### src/rtl/filter_loader.sv
// filter_loader: fetches KxK filters then bias words from weight memory and writes them into the filter buffer
module filter_loader #(
    parameter int DATA_W = 16,
    parameter int K = 5,
    parameter int ADDR_W = 16,
    parameter int IDX_W = 16
) (
    input  logic                  clk,
    input  logic                  reset,
    input  logic                  start,
    input  logic [ADDR_W-1:0]     base_addr,
    input  logic [IDX_W-1:0]      num_filters,
    input  logic [IDX_W-1:0]      num_bias,
    output logic                  mem_rd,
    output logic [ADDR_W-1:0]     mem_addr,
    input  logic                  mem_valid,
    input  logic [DATA_W-1:0]     mem_data,
    output logic                  FB_write,
    output logic                  FB_bias_or_filter,
    output logic [K*K*DATA_W-1:0] FB_filter,
    output logic [IDX_W-1:0]      FB_index_filter,
    output logic [IDX_W-1:0]      FB_index_bias,
    output logic [DATA_W-1:0]     FB_bias_data,
    output logic                  busy,
    output logic                  done
);
    localparam int N = K * K;
    localparam int WC_W = $clog2(N + 1);
    typedef enum logic [2:0] {IDLE, F_REQ, F_WAIT, F_WR, B_REQ, B_WAIT, B_WR, FIN} state_t;
    state_t state, next;
    logic [ADDR_W-1:0] addr;
    logic [WC_W-1:0] word_cnt;
    logic [IDX_W-1:0] filt_cnt, bias_cnt, n_filt, n_bias;
    logic last_word, last_filt, last_bias;
    assign last_word = word_cnt == WC_W'(N - 1);
    assign last_filt = filt_cnt == n_filt - IDX_W'(1);
    assign last_bias = bias_cnt == n_bias - IDX_W'(1);
    assign mem_addr = addr;
    always_ff @(posedge clk) begin
        if (!reset) state <= IDLE;
        else state <= next;
    end
    always_comb begin
        next = state;
        mem_rd = 1'b0;
        FB_write = 1'b0;
        case (state)
            IDLE: if (start) next = num_filters != '0 ? F_REQ : num_bias != '0 ? B_REQ : FIN;
            F_REQ: begin
                mem_rd = 1'b1;
                next = F_WAIT;
            end
            F_WAIT: if (mem_valid) next = last_word ? F_WR : F_REQ;
            F_WR: begin
                FB_write = 1'b1;
                next = !last_filt ? F_REQ : n_bias != '0 ? B_REQ : FIN;
            end
            B_REQ: begin
                mem_rd = 1'b1;
                next = B_WAIT;
            end
            B_WAIT: if (mem_valid) next = B_WR;
            B_WR: begin
                FB_write = 1'b1;
                next = last_bias ? FIN : B_REQ;
            end
            FIN: next = IDLE;
            default: next = IDLE;
        endcase
    end
    // Buffer-facing registers only change on captures, so they hold between write strobes
    always_ff @(posedge clk) begin
        if (!reset) begin
            addr <= '0;
            word_cnt <= '0;
            filt_cnt <= '0;
            bias_cnt <= '0;
            n_filt <= '0;
            n_bias <= '0;
            FB_filter <= '0;
            FB_index_filter <= '0;
            FB_index_bias <= '0;
            FB_bias_data <= '0;
            FB_bias_or_filter <= 1'b1;
            busy <= 1'b0;
            done <= 1'b0;
        end else begin
            done <= state == FIN;
            case (state)
                IDLE: if (start) begin
                    addr <= base_addr;
                    n_filt <= num_filters;
                    n_bias <= num_bias;
                    word_cnt <= '0;
                    filt_cnt <= '0;
                    bias_cnt <= '0;
                    busy <= 1'b1;
                end
                F_WAIT: if (mem_valid) begin
                    FB_filter[int'(word_cnt) * DATA_W +: DATA_W] <= mem_data;
                    addr <= addr + 1'b1;
                    word_cnt <= last_word ? '0 : word_cnt + 1'b1;
                    if (last_word) begin
                        FB_index_filter <= filt_cnt;
                        FB_bias_or_filter <= 1'b1;
                    end
                end
                F_WR: filt_cnt <= filt_cnt + 1'b1;
                B_WAIT: if (mem_valid) begin
                    FB_bias_data <= mem_data;
                    FB_index_bias <= bias_cnt;
                    FB_bias_or_filter <= 1'b0;
                    addr <= addr + 1'b1;
                end
                B_WR: bias_cnt <= bias_cnt + 1'b1;
                FIN: busy <= 1'b0;
                default: ;
            endcase
        end
    end
endmodule

### config.mk
export PLATFORM = sky130hd
export DESIGN_NAME = filter_loader
export DESIGN_NICKNAME = d
export VERILOG_FILES = /design/src/rtl/filter_loader.sv
export SDC_FILE = /design/constraint.sdc
export NUM_CORES = 1
export LEC_CHECK = 0
export ABC_AREA = 1
export CAP_MARGIN = 20
export CORE_AREA = 3 3 209 211
export CTS_BUF_LIST = sky130_fd_sc_hd__clkbuf_16
export CTS_CLUSTER_DIAMETER = 40
export DETAILED_ROUTE_END_ITERATION = 6
export DIE_AREA = 0 0 212 214
export DONT_BUFFER_PORTS = 1
export PLACE_DENSITY = 0.76
export SYNTH_ARGS = -nofsm -noshare
export SYNTH_HDL_FRONTEND = slang
export SYNTH_SLANG_ARGS = --single-unit
### constraint.sdc
create_clock -name clk -period 3.82 [get_ports clk]
set_clock_uncertainty 0.15 [all_clocks]
set_input_delay 0.764 -clock clk [delete_from_list [all_inputs] [get_ports clk]]
set_output_delay 0.764 -clock clk [all_outputs]
set_load 0.02 [all_outputs]
==> out/metrics.cfg <==
[synth]
synth-edff-count = 0
yosys.area_share.simple_pct = 19.80
ys_ff_latch = 539
synth_mux_area_share_pct = 0
syn_area_um2 = 21700
synthArstFlopShare_pct = 0
avgSynthCellArea_um2 = 7.694
synth_top_family_by_area = compound AO/OA/AOI/OAI gates
synthXorXnorAreaFrac_pct = 1.315
syn_inst = 2820
synth_compound_area_share_pct = 21.10
syn_nets = 2897
synthAdderAreaFrac_pct = 0.5190
seq_area_frac_synth_pct = 49.73
ys_warn_count = 0
yosysUniqueCellTypes = 49
synth_flop_cell = dfxtp_1

[critical_path]
worstPathCellList = inv_2 -> ha_1 -> or2_0 -> nand2_1 -> inv_1 -> buf_4 -> nand2_1 -> nor2_1 -> nand2_1 -> inv_2 -> o21ai_0 -> a21oi_1
slowest_delay_ns = 0.39
crit_type = flip-flop to flip-flop
end_kind = flip-flop
cp_max_fo = 18
r2r_cells = 12
rr_endpoint = FB_filter[298]$_SDFFE_PN0P_
r2r_setup_slack_ns = 0.48
cp.required_ns = 4.18
r2r-start = word_cnt[0]$_SDFFE_PN0P_
slowest_stage = nand2_1
crit_top_cell = nand2_1
cp_data_arrival_time_ns = 3.69
start_kind = flip-flop

[grt]
grt_pass1_wl_mm = 114.9
grt_overflow = 0
grt_max_degree = 370
grtUsageTotal_pct = 32.36
grt_pass1_vias = 18700
grt_antenna_before_repair = 0

[job]
maxCapViolCount = 0

[final_layout]
nets = 2828
fin_cells = 3346
diodes = 0
syn2layout_area_growth_pct = 11.63
drive_gt1_share_pct = 7.588

[pwr]
irDropWorstVdd_v = 0.0003787
power.switching_uw = 4099
power_frac_seq_pct = 41.4
p_int_uw = 10100
power.share.clock_pct = 47.6
power_leakage_uw = 0.009518
power_uw = 14200
switching_share_pct = 28.88
power_frac_comb_pct = 11.0
pwr_density_cell_nw_per_um2 = 586.1

[detailed_routing]
drt_pass1_iterations = 7
vias = 19820
wirelength_mm = 76.33
vias_per_cell = 5.924
drc = 0
ant_nets = 0
wl_per_cell_um = 22.81
first_iter_violations = 2283

[clock_tree]
cts_sinks = 539
cts_hold_buf = 0
clk_path_buf_depth = 3
clockRootBuffer = clkbuf_16
path_clk_slew_ns = 0.06
ctsResizeCount = 0
cts_tree = done
cts_setup_buffers = 0
htreeDepth = 3
cts_buffers = 71
worstSkewPairLatency_ns = 0.59

[floorplan]
ios = 537
core_um2 = 41950
die_w_um = 212
die_area_um2 = 45370
start_util_pct = 51.72
fp-row-count = 75
die_h_um = 214

[worst_hold_path]
worstHoldStart = mem_data[0]
min_path_cells = 2
min_to = FB_bias_data[0]$_SDFFE_PN0P_
hold_path_class = input port to flip-flop

[place]
place.gp.congestion = 0.9058
dp_hpwl_mm = 54.60
dp.cells = 3217
port-buffer-count = 0

[timing]
relSlewSlack_pct = 23.81
rsz0062_at_grt = no
final_max_slew_viol_count = 0
worst_slew_pin_slew_ns = 1.134
hold_viol = 0
setup_tns_ns = 0
min_period_ns = 3.335
setup_viol = 0
fin_crit_sh_pct = 87.31
fmax_ghz = 0.2998

[outcome]
status = finished clean

power by group through the flow:
stage | clock network [uW] | registers [uW] | logic [uW]
after CTS | 6800 | 5870 | 1540
after detailed placement | 0 | 5990 | 1520
after floorplan | 0 | 5950 | 1140
after global routing | 7060 | 5880 | 1730
final | 6760 | 5870 | 1560
after global placement | 0 | 5990 | 1500
critical path, delay by kind of cell (launching register included):
kind	cells	cell delay, ns
buf+inv	4	1.16
simple gates	5	1.09
flops	1	0.32
compound gates	2	0.32
fa+ha+maj	1	0.21
stage by stage:
step	cell area, um2	util [%]	hold WS, ns	setup WS [ns]
6_report	24220	57.74	0.1613	0.4847
5_1_grt	24220	57.74	0.1357	0.2008
4_1_cts	24220	57.74	0.1323	0.5202
3_5_place_dp	21810	51.99	0.3343	0.5591
3_3_place_gp	21800	51.97	0.3209	0.7190
2_1_floorplan	21700	-	0.2979	1.073
how the worst max path moves through the flow:
stage / start / slack [ns] / endpoint / cells past startpoint
floorplan: word_cnt[0]$_SDFFE_PN0P_ / 1.07 / FB_filter[242]$_SDFFE_PN0P_ / 14
global placement: word_cnt[0]$_SDFFE_PN0P_ / 0.72 / FB_filter[288]$_SDFFE_PN0P_ / 12
CTS: word_cnt[0]$_SDFFE_PN0P_ / 0.52 / FB_filter[298]$_SDFFE_PN0P_ / 12
finish: word_cnt[0]$_SDFFE_PN0P_ / 0.48 / FB_filter[298]$_SDFFE_PN0P_ / 12
global route: word_cnt[0]$_SDFFE_PN0P_ / 0.20 / FB_filter[298]$_SDFFE_PN0P_ / 12
detailed placement: word_cnt[0]$_SDFFE_PN0P_ / 0.56 / FB_filter[295]$_SDFFE_PN0P_ / 12
final cells by class:
cell class | instances | area, um2
clock inverter | 58 | 636.9
fill | 3757 | 17730
multi-input combinational | 1887 | 9288
clock buffer | 71 | 1777
tap | 539 | 674.4
timing repair buffer | 24 | 192.7
inverter | 228 | 860.8
sequential | 539 | 10790
synth_stat cells (2+ instances only):
cell      number  area share (%)
nand2_1      291             5.0
nor3_1        57             1.3
o211ai_1       2           0.069
inv_2         22            0.38
nor2_2         9            0.26
nand2_4        2            0.10
o21ai_1        5            0.12
nand2_2        6            0.17
o21ai_0      392             9.0
a211oi_1      71             2.5
nand3_2        2           0.092
nor3b_1        2           0.069
nor4_1         8            0.23
buf_4         18            0.62
o22ai_1        5            0.14
nand3b_1       7            0.24
o211a_1        3            0.14
o31ai_1        5            0.17
clkbuf_1      96             1.7
a21oi_1      363             8.4
o21bai_1       5            0.17
nand3_4        2            0.16
buf_2         44             1.0
inv_1        202             3.5
buf_1          3           0.052
ha_1           9            0.52
clkinv_1       4           0.069
a221oi_1       5            0.20
a31oi_1        3           0.087
nor2_8         4            0.37
xor2_1        15            0.61
nor2_4        13            0.67
nand4_1       31            0.89
buf_6          4            0.21
nor2_1       461             8.0
dfxtp_1      539              50
nand3_1       80             1.8
xnor2_1       15            0.61
or2_2          5            0.14
cell families (layout without fill, tap and decap cells):
logic type,after synthesis,count (layout)
AND/OR/NAND/NOR,985,985
AO/OA/AOI/OAI,862,862
flip-flops,539,539
buffers and inverters,394,381
XOR/XNOR,31,31
adder cells (fa/ha/maj),9,9
state kept, by name (all words and copies together), names as in the netlist, 3 cells and up:
signal and flops:
FB_filter 400, FB_bias_data 16, FB_index_bias 16, FB_index_filter 16, bias_cnt 16, filt_cnt 16, mem_addr 16, n_bias 16
n_filt 16, word_cnt 5, state 3
routing by layer:
| metal | global-route usage [%] | vias up | wire, um |
|---|---|---|---|
| met5 | 0 | - | 0 |
| met4 | 16.95 | 0 | 3997 |
| met3 | 10.68 | 214 | 8691 |
| met2 | 50.13 | 1112 | 34350 |
| met1 | 40.05 | 9181 | 29290 |
| li1 | - | 9316 | - |
cell usage in the layout (no fill, tap or decap), types with 22 or more instances in the layout:
cell       Yosys  layout
dfxtp_1      539     539
clkbuf_16      0      71
a211oi_1      71      71
a21oi_1      363     363
inv_2         22      22
o21ai_0      392     392
buf_4         18      23
nor3_1        57      57
nand4_1       31      31
nand3_1       80      79
nand2_1      291     291
nor2_1       461     459
inv_1        202     207
Note: power is estimated with default switching activity, not from simulation.
